**src/rtl/mem_fill_arbiter.sv**
```systemverilog
`default_nettype none
// ============================================================================
// Module      : mem_fill_arbiter
// Description : Shares one pipelined main memory between I-cache block fills,
//               D-cache block fills and D-side write-through stores.
// Revision    : 1.0 - initial release
// ============================================================================
module mem_fill_arbiter #(
    parameter int MEM_LATENCY     = 4,
    parameter int WORDS_PER_BLOCK = 8
) (
    input  logic        clk,
    input  logic        rst,
    input  logic        i_miss_req,
    input  logic [15:0] i_miss_addr,
    input  logic        d_miss_req,
    input  logic [15:0] d_miss_addr,
    input  logic        d_wr_req,
    input  logic [15:0] d_wr_addr,
    input  logic [15:0] d_wr_data,
    input  logic        mem_data_valid,
    input  logic [15:0] mem_data_out,
    output logic        mem_en,
    output logic        mem_wr,
    output logic [15:0] mem_addr,
    output logic [15:0] mem_data_in,
    output logic [15:0] fill_data,
    output logic [2:0]  fill_word,
    output logic        i_fill_valid,
    output logic        d_fill_valid,
    output logic        i_fill_done,
    output logic        d_fill_done,
    output logic        d_wr_ack,
    output logic        busy
);

    localparam logic [15:0] c_BLOCK_MASK = 16'hFFF0;
    localparam logic [3:0]  c_WORDS      = 4'(WORDS_PER_BLOCK);
    localparam logic [2:0]  c_RET_LAST   = 3'(WORDS_PER_BLOCK - 1);

    // The 3-bit word index and 16-byte block mask only support 8-word blocks.
    if (MEM_LATENCY < 1 || WORDS_PER_BLOCK != 8) begin : g_param_check
        $error("mem_fill_arbiter: unsupported MEM_LATENCY/WORDS_PER_BLOCK");
    end

    typedef enum logic [1:0] {
        ST_IDLE   = 2'd0,
        ST_WRITE  = 2'd1,
        ST_FILL_I = 2'd2,
        ST_FILL_D = 2'd3
    } state_t;

    state_t      r_state;
    state_t      w_state_nxt;
    logic [15:0] r_base;
    logic [3:0]  r_issue_cnt;
    logic [2:0]  r_ret_cnt;
    logic        w_fill;
    logic        w_issue;
    logic        w_ret;

    assign w_fill  = (r_state == ST_FILL_I) || (r_state == ST_FILL_D);
    assign w_issue = w_fill && (r_issue_cnt < c_WORDS);
    assign w_ret   = w_fill && mem_data_valid;

    always_ff @(posedge clk) begin
        if (rst) begin
            r_state     <= ST_IDLE;
            r_base      <= '0;
            r_issue_cnt <= '0;
            r_ret_cnt   <= '0;
        end else begin
            r_state <= w_state_nxt;
            if (r_state == ST_IDLE) begin
                r_issue_cnt <= '0;
                r_ret_cnt   <= '0;
                if (w_state_nxt == ST_FILL_D) begin
                    r_base <= d_miss_addr & c_BLOCK_MASK;
                end else if (w_state_nxt == ST_FILL_I) begin
                    r_base <= i_miss_addr & c_BLOCK_MASK;
                end
            end else begin
                if (w_issue) begin
                    r_issue_cnt <= r_issue_cnt + 4'd1;
                end
                if (w_ret) begin
                    r_ret_cnt <= r_ret_cnt + 3'd1;
                end
            end
        end
    end

    always_comb begin
        w_state_nxt  = r_state;
        mem_en       = 1'b0;
        mem_wr       = 1'b0;
        mem_addr     = '0;
        mem_data_in  = '0;
        fill_data    = '0;
        fill_word    = '0;
        i_fill_valid = 1'b0;
        d_fill_valid = 1'b0;
        i_fill_done  = 1'b0;
        d_fill_done  = 1'b0;
        d_wr_ack     = 1'b0;
        busy         = (r_state != ST_IDLE);

        case (r_state)
            ST_IDLE: begin
                // Fixed priority: stores, then D misses, then I misses.
                if (d_wr_req) begin
                    w_state_nxt = ST_WRITE;
                end else if (d_miss_req) begin
                    w_state_nxt = ST_FILL_D;
                end else if (i_miss_req) begin
                    w_state_nxt = ST_FILL_I;
                end
            end
            ST_WRITE: begin
                mem_en      = 1'b1;
                mem_wr      = 1'b1;
                mem_addr    = d_wr_addr;
                mem_data_in = d_wr_data;
                d_wr_ack    = 1'b1;
                w_state_nxt = ST_IDLE;
            end
            ST_FILL_I, ST_FILL_D: begin
                // Issues and returns overlap once the memory pipeline fills.
                if (w_issue) begin
                    mem_en   = 1'b1;
                    mem_addr = r_base + {12'd0, r_issue_cnt[2:0], 1'b0};
                end
                if (w_ret) begin
                    fill_data    = mem_data_out;
                    fill_word    = r_ret_cnt;
                    i_fill_valid = (r_state == ST_FILL_I);
                    d_fill_valid = (r_state == ST_FILL_D);
                    if (r_ret_cnt == c_RET_LAST) begin
                        i_fill_done = (r_state == ST_FILL_I);
                        d_fill_done = (r_state == ST_FILL_D);
                        w_state_nxt = ST_IDLE;
                    end
                end
            end
            default: begin
                w_state_nxt = ST_IDLE;
            end
        endcase
    end

endmodule
`default_nettype wire

```
**config.mk**
```make
export PLATFORM = sky130hd
export DESIGN_NAME = mem_fill_arbiter
export DESIGN_NICKNAME = d
export VERILOG_FILES = /design/src/rtl/mem_fill_arbiter.sv
export SDC_FILE = /design/constraint.sdc
export NUM_CORES = 1
export LEC_CHECK = 0
export ABC_CLOCK_PERIOD_IN_PS = 3350
export CAP_MARGIN = 15
export CORE_UTILIZATION = 32
export DETAILED_ROUTE_END_ITERATION = 16
export PLACE_DENSITY_LB_ADDON = 0.08
export SLEW_MARGIN = 20
export SYNTH_ARGS = -nofsm -noshare
export SYNTH_HDL_FRONTEND = slang
export SYNTH_SLANG_ARGS = --single-unit
```
**constraint.sdc**
```tcl
create_clock -name clk -period 3.35 [get_ports clk]
set_clock_uncertainty 0.2 [all_clocks]
set_input_delay 0.8375 -clock clk [delete_from_list [all_inputs] [get_ports clk]]
set_output_delay 0.8375 -clock clk [all_outputs]
set_load 0.03 [all_outputs]
```
# Word-level counts from Yosys, hierarchy flattened
# Index checks and enable logic that the tools add are counted.
[word_totals]
reg_bits = 25
inputBits = 86
out_inout_bits = 59
wordCells = 51
[op_classes]
n_addsub = 3
n_lt_le_gt_ge = 1
n_eq_ne = 6
mux = 28
reduce_logical = 9
[op_table]
columns = ["op", "n"]
rows = [
  ["$mux 16", 6],
  ["$pmux 16 s2", 1],
  ["$add 16x4->16", 1],
  ["$mux 1", 12],
  ["$mux 2", 5],
  ["$eq 2x2->1 const B", 4],
  ["$mux 3", 2],
  ["$pmux 2 s3", 1],
  ["$add 4x1->4 const B", 1],
  ["$lt 4x4->1 const B", 1],
  ["$reduce_bool 2->1", 2],
  ["$reduce_or 2->1", 2],
  ["$add 3x1->3 const B", 1],
  ["$eq 3x3->1 const B", 1],
  ["$eq 2x1->1 const B", 1],
  ["$logic_and 1x1->1", 2],
  ["$logic_not 2->1", 1],
  ["$pmux 1 s2", 1],
  ["$reduce_and 2->1", 1],
  ["$logic_or 1x1->1", 1],
]

# Depth between registers and ports, before layout
# Gate-level depths: netlist of run 1.
[depth]
word_depth = 8
depth_mapped = 7
mapped_depth_nobuf = 6

# Worst setup path before layout of run 1
# Ideal clock, no wire load.
[synth_timing]
path_kind = "input-to-output"
startpoint = "in mem_data_valid"
endpoint = "out i_fill_done"
arrival_time_ns = 1.748
t_required_ns = 2.312
setup_slack_ns = 0.564
path_stages = 3
path_buffers = 0
path_cell_list = "nand2_1 > nor2_1 > and2_1"
[synth_between]
elab_chain_cells = 3
[synth_rtl]
columns = ["element", "line_no", "text"]
rows = [
  ["start: declaration", "21", "input logic mem_data_valid,"],
  ["$logic_and 1x1->1", "64", "assign w_ret = w_fill && mem_data_valid;"],
  ["$mux 1", "133", "if (w_ret) begin"],
  ["$mux 1", "108", "case (r_state)"],
  ["end: declaration", "31", "output logic i_fill_done,"],
]
# Every way passes these cells.

# Worst setup path in the final report of run 1
[layout_timing]
startpoint = "in d_wr_data[13]"
endpoint = "out mem_data_in[13]"
[layout_between]
elab_chain_cells = 1
[layout_rtl]
columns = ["element", "line_no", "text"]
rows = [
  ["start: declaration", "20", "input logic [15:0] d_wr_data,"],
  ["$mux 16", "108", ""],
  ["end: declaration", "26", "output logic [15:0] mem_data_in,"],
]
# Every way passes these cells.

==> PnR_summary.wiki, run 1 <==
{| class="wikitable"
! Metric !! Value
|-
| Most used DFF post-synth || sky130_fd_sc_hd__dfxtp_1
|-
| Sum of routed wire length over all layers || 4610 um
|-
| Overall track demand over capacity in global routing || 0.192
|-
| Transition time of the tightest slew-check pin || 0.636 ns
|-
| CTS tree || done
|-
| CORE AREA || 0.00435 mm^2
|-
| Maximum number of pins on one net before global-route repair || 28
|-
| Kind of end point of the critical path || output port
|-
| Clock insertion delay at the later pin of the skew report || 0.25 ns
|-
| Final antenna diode count || 0
|-
| Setup repair bufs after CTS || 0
|-
| Vias in the first global route || 1596
|-
| Global-route wire length before repair || 7750 um
|-
| Power share of the clock group || 0.192
|-
| Net count after synthesis || 255
|-
| Most frequent CP cell || sky130_fd_sc_hd__clkdlybuf4s50_1
|-
| Combinational share of power || 0.477
|-
| Time the final worst path needs with I/O delays and setup || 3.11 ns
|-
| Number of nets at the end of the flow || 386
|-
| Iteration-0 DRC count of the detailed router || 41
|-
| Average wire per standard cell || 13.3 um
|-
| Synth Warn # || 0
|-
| Share of synthesized cell area in and, or, nand and nor gates || 0.291
|-
| Part of the power in registers || 0.330
|-
| F_max || 321 MHz
|-
| Most common cell in the netlist || sky130_fd_sc_hd__nor2_1
|-
| Accumulated negative setup slack || 0 ns
|-
| Floorplan row count || 24
|-
| Worst hold-check path type || reg2reg
|-
| Power density relative to cell area || 303 mW/mm^2
|-
| Core Util, Final || 0.635
|-
| Outcome || finished clean
|-
| Total number of vias || 1672
|-
| Adder-cell area share of the yosys netlist || 0.0260
|-
| Initial core utilization || 0.331
|-
| Register bit total from synthesis || 21
|-
| Largest cells by area after synthesis || sky130_fd_sc_hd__dfxtp_1 29%, sky130_fd_sc_hd__o2bb2ai_2 11%, sky130_fd_sc_hd__a22o_1 9.1%, sky130_fd_sc_hd__and3_1 8.7%, sky130_fd_sc_hd__and2_1 8.2%
|-
| Portion of netlist area occupied by mux cells || 0.00694
|-
| Antenna violations before repair || 0
|-
| Ratio of cells with drive above 1 in the final layout || 0.223
|-
| Dominant combinational cell family by area after synthesis || compound AO/OA/AOI/OAI gates
|-
| Commonest cells post-synth || 22 x sky130_fd_sc_hd__nor2_1, 21 x sky130_fd_sc_hd__dfxtp_1, 20 x sky130_fd_sc_hd__and3_1
|-
| Die extent in x || 69.1 um
|-
| Worst Path Arrival || 2.08 ns
|-
| Leakage power figure || 1.20 nW
|-
| Routability congestion estimate from global placement || 0.721
|-
| Global-route congestion overflow total || 0
|-
| Final worst path period share || 0.929
|-
| Total iterations of the first detailed-routing run || 4
|-
| Number of enable-type register cells in the synthesized netlist || 0
|-
| Number of maximum-capacitance violations || 0
|-
| Switching power of the nets || 291 uW
|-
| Clock tree buffer depth || 2
|-
| Final Hold Vio Count || 0
|-
| Crit path max-delay cell type || sky130_fd_sc_hd__clkdlybuf4s50_1
|-
| Share of the yosys chip area belonging to registers || 0.291
|-
| Number of antenna-violating nets in the routed design || 0
|-
| Critical setup path kind || in2out
|-
| Post-Syn Area || 0.00144 mm^2
|-
| RSZ-0062 raised after global routing || false
|-
| Post-CTS sizing || 0
|-
| CTS hold repair buffers || 0
|-
| Number of H-tree levels || 1
|-
| Instance count of the mapped netlist || 166
|-
| Sinks on the clock net || 21
|-
| DR DRC count || 0
|-
| Synth async-reset ratio || 0
|-
| Slowest Stage Delay on Critical Path || 0.66 ns
|-
| Critical path, cell by cell || clkdlybuf4s50_1 > and2_1 > clkdlybuf4s50_1
|-
| Die Area || 0.00478 mm^2
|-
| Final setup vio count || 0
|-
| Clock transition at the register clock pins on the worst setup and hold paths after CTS || 0.07 ns
|-
| Max-slew violations || 0
|-
| Distinct cell type count after synthesis || 31
|-
| Area added between synthesis and finish || 91.8%
|-
| Largest voltage drop on the vdd net || 0.305 mV
|-
| Average vias per placed instance || 4.80
|-
| Floorplan die height || 69.1 um
|-
| HPWL after DPL || 3600 um
|-
| Share of the synthesized area in the top cell type || 0.291
|-
| Cell at the root of the clock tree || sky130_fd_sc_hd__clkbuf_8
|-
| Synthesized-area fraction occupied by xor and xnor cells || 0.0182
|-
| Critical Path Fanout Max || 1
|-
| Worst Setup Start Kind || input pin
|-
| CP Data Required Time || 2.31 ns
|-
| Switching share of total power || 0.347
|-
| IO Count || 145
|-
| Internal power || 548 uW
|-
| Count of buffers from port buffering || 136
|-
| Normalized max-slew margin || 0.573
|-
| Syn_area_per_cell || 8.69 um^2
|-
| Post-synthesis cell type with the largest combined area || sky130_fd_sc_hd__dfxtp_1
|-
| Synth Area in Compound Gates || 0.293
|-
| Cts bufs inserted || 3
|}
state kept, by name, indices dropped and copies added, names as in the netlist:
name and count:
r_ret_cnt 3, r_state 2, r_base 12, r_issue_cnt 4
stage by stage:
| step | cells | instance area (um^2) | hold slack [ns] | setup WS [ns] | total power [mW] |
|---|---|---|---|---|---|
| 6_report | 348 | 2770 | 0.274 | 0.236 | 0.839 |
| 5_1_grt | 348 | 2770 | 0.283 | 0.193 | 0.884 |
| 4_1_cts | 348 | 2770 | 0.276 | 0.227 | 0.850 |
| 3_5_place_dp | 344 | 2720 | 0.257 | 0.233 | 0.685 |
| 3_3_place_gp | 344 | 2720 | 0.256 | 0.232 | 0.681 |
| 2_1_floorplan | 166 | 1440 | 0.233 | 0.564 | 0.504 |
logic make-up after synthesis:
kind of cell | after synthesis
simple gates | 75
compound gates | 46
flops | 21
buf+inv | 17
xor+xnor | 3
fa+ha+maj | 3
mux | 1
cell usage in the layout (no fill, tap or decap):
cell                              synthesis  layout
sky130_fd_sc_hd__xnor2_1                  1       1
sky130_fd_sc_hd__nor2_1                  22      22
sky130_fd_sc_hd__o2bb2ai_2               11      11
sky130_fd_sc_hd__o21ai_0                  2       2
sky130_fd_sc_hd__a21oi_1                  2       2
sky130_fd_sc_hd__a21boi_0                 1       1
sky130_fd_sc_hd__clkdlybuf4s50_1          0      97
sky130_fd_sc_hd__nand2b_1                 2       2
sky130_fd_sc_hd__nor2b_1                  2       1
sky130_fd_sc_hd__mux2i_1                  1       1
sky130_fd_sc_hd__o2bb2ai_1                2       2
sky130_fd_sc_hd__a2bb2oi_1                1       1
sky130_fd_sc_hd__nand3_1                  2       2
sky130_fd_sc_hd__xor2_1                   2       2
sky130_fd_sc_hd__or2_2                    1       1
sky130_fd_sc_hd__or2_1                    1       1
sky130_fd_sc_hd__nor3_2                   1       1
sky130_fd_sc_hd__o21ai_2                  1       1
sky130_fd_sc_hd__nor2b_2                  0       1
sky130_fd_sc_hd__a22o_1                  15      15
sky130_fd_sc_hd__o21ai_1                  9       9
sky130_fd_sc_hd__nand2_1                  4       4
sky130_fd_sc_hd__clkbuf_1                 8       1
sky130_fd_sc_hd__buf_4                    2      46
sky130_fd_sc_hd__nor4_4                   1       1
sky130_fd_sc_hd__o21ba_2                  1       1
sky130_fd_sc_hd__and2_1                  19      19
sky130_fd_sc_hd__dfxtp_1                 21      21
sky130_fd_sc_hd__and3_1                  20      20
sky130_fd_sc_hd__ha_1                     3       3
sky130_fd_sc_hd__a41oi_1                  1       1
sky130_fd_sc_hd__clkbuf_8                 0       3
cell type report:
cell class / instances / area (um^2)
well taps: 52 / 65.1
flip-flops and latches: 21 / 420
repair buffers: 143 / 1320
fillers: 396 / 1590
clock buffers: 4 / 45.0
multi-input cells: 128 / 920
layer usage:
| metal | share of wire | GRT usage | up-vias |
|---|---|---|---|
| li1 | - | - | 850 |
| met1 | 0.45 | 0.249 | 746 |
| met2 | 0.48 | 0.329 | 72 |
| met3 | 0.059 | 0.0395 | 4 |
| met4 | 0.0085 | 0.0363 | 0 |
| met5 | 0 | 0 | - |
path summary, 6_finish.rpt:
path	startpoint	end	slack, ns	cells past startpoint
setup / recovery	d_wr_data[13]	mem_data_in[13]	0.24	3
hold / removal	r_base[5]	r_base[5]	0.27	1
setup reg to reg	r_state[1]	r_base[10]	1.27	5
hold reg to reg	r_base[5]	r_base[5]	0.27	1
power groups by stage:
stage / sequential (mW) / combinational (mW) / clock [mW]
2_1_floorplan: 0.279 / 0.224 / 0
3_3_place_gp: 0.282 / 0.399 / 0
3_5_place_dp: 0.283 / 0.402 / 0
4_1_cts: 0.277 / 0.403 / 0.170
5_1_grt: 0.279 / 0.429 / 0.176
6_report: 0.277 / 0.400 / 0.161
critical path: cells and delay by family:
kind	cells	cell delay, ns
and+or+nand+nor	1	0.11
buffers and inverters	2	1.13
Power figures use the tool's default switching activity.
==> run 2: changes to the inputs <==
--- a/config.mk
+++ b/config.mk
@@ -9,6 +9,7 @@
 export CAP_MARGIN = 15
 export CORE_UTILIZATION = 32
 export DETAILED_ROUTE_END_ITERATION = 16
+export GPL_ROUTABILITY_DRIVEN = 0
 export PLACE_DENSITY_LB_ADDON = 0.08
 export SLEW_MARGIN = 20
 export SYNTH_ARGS = -nofsm -noshare
==> results of run 2 <==
Same layout as run 1: the final DEF is identical, and so are final timing and power.
==> run 3: changes to the inputs <==
--- a/config.mk
+++ b/config.mk
@@ -11,7 +11,6 @@
 export DETAILED_ROUTE_END_ITERATION = 16
 export GPL_ROUTABILITY_DRIVEN = 0
 export PLACE_DENSITY_LB_ADDON = 0.08
-export SLEW_MARGIN = 20
 export SYNTH_ARGS = -nofsm -noshare
 export SYNTH_HDL_FRONTEND = slang
 export SYNTH_SLANG_ARGS = --single-unit
==> results of run 3 <==
Same layout as run 1: the final DEF is identical, and so are final timing and power.
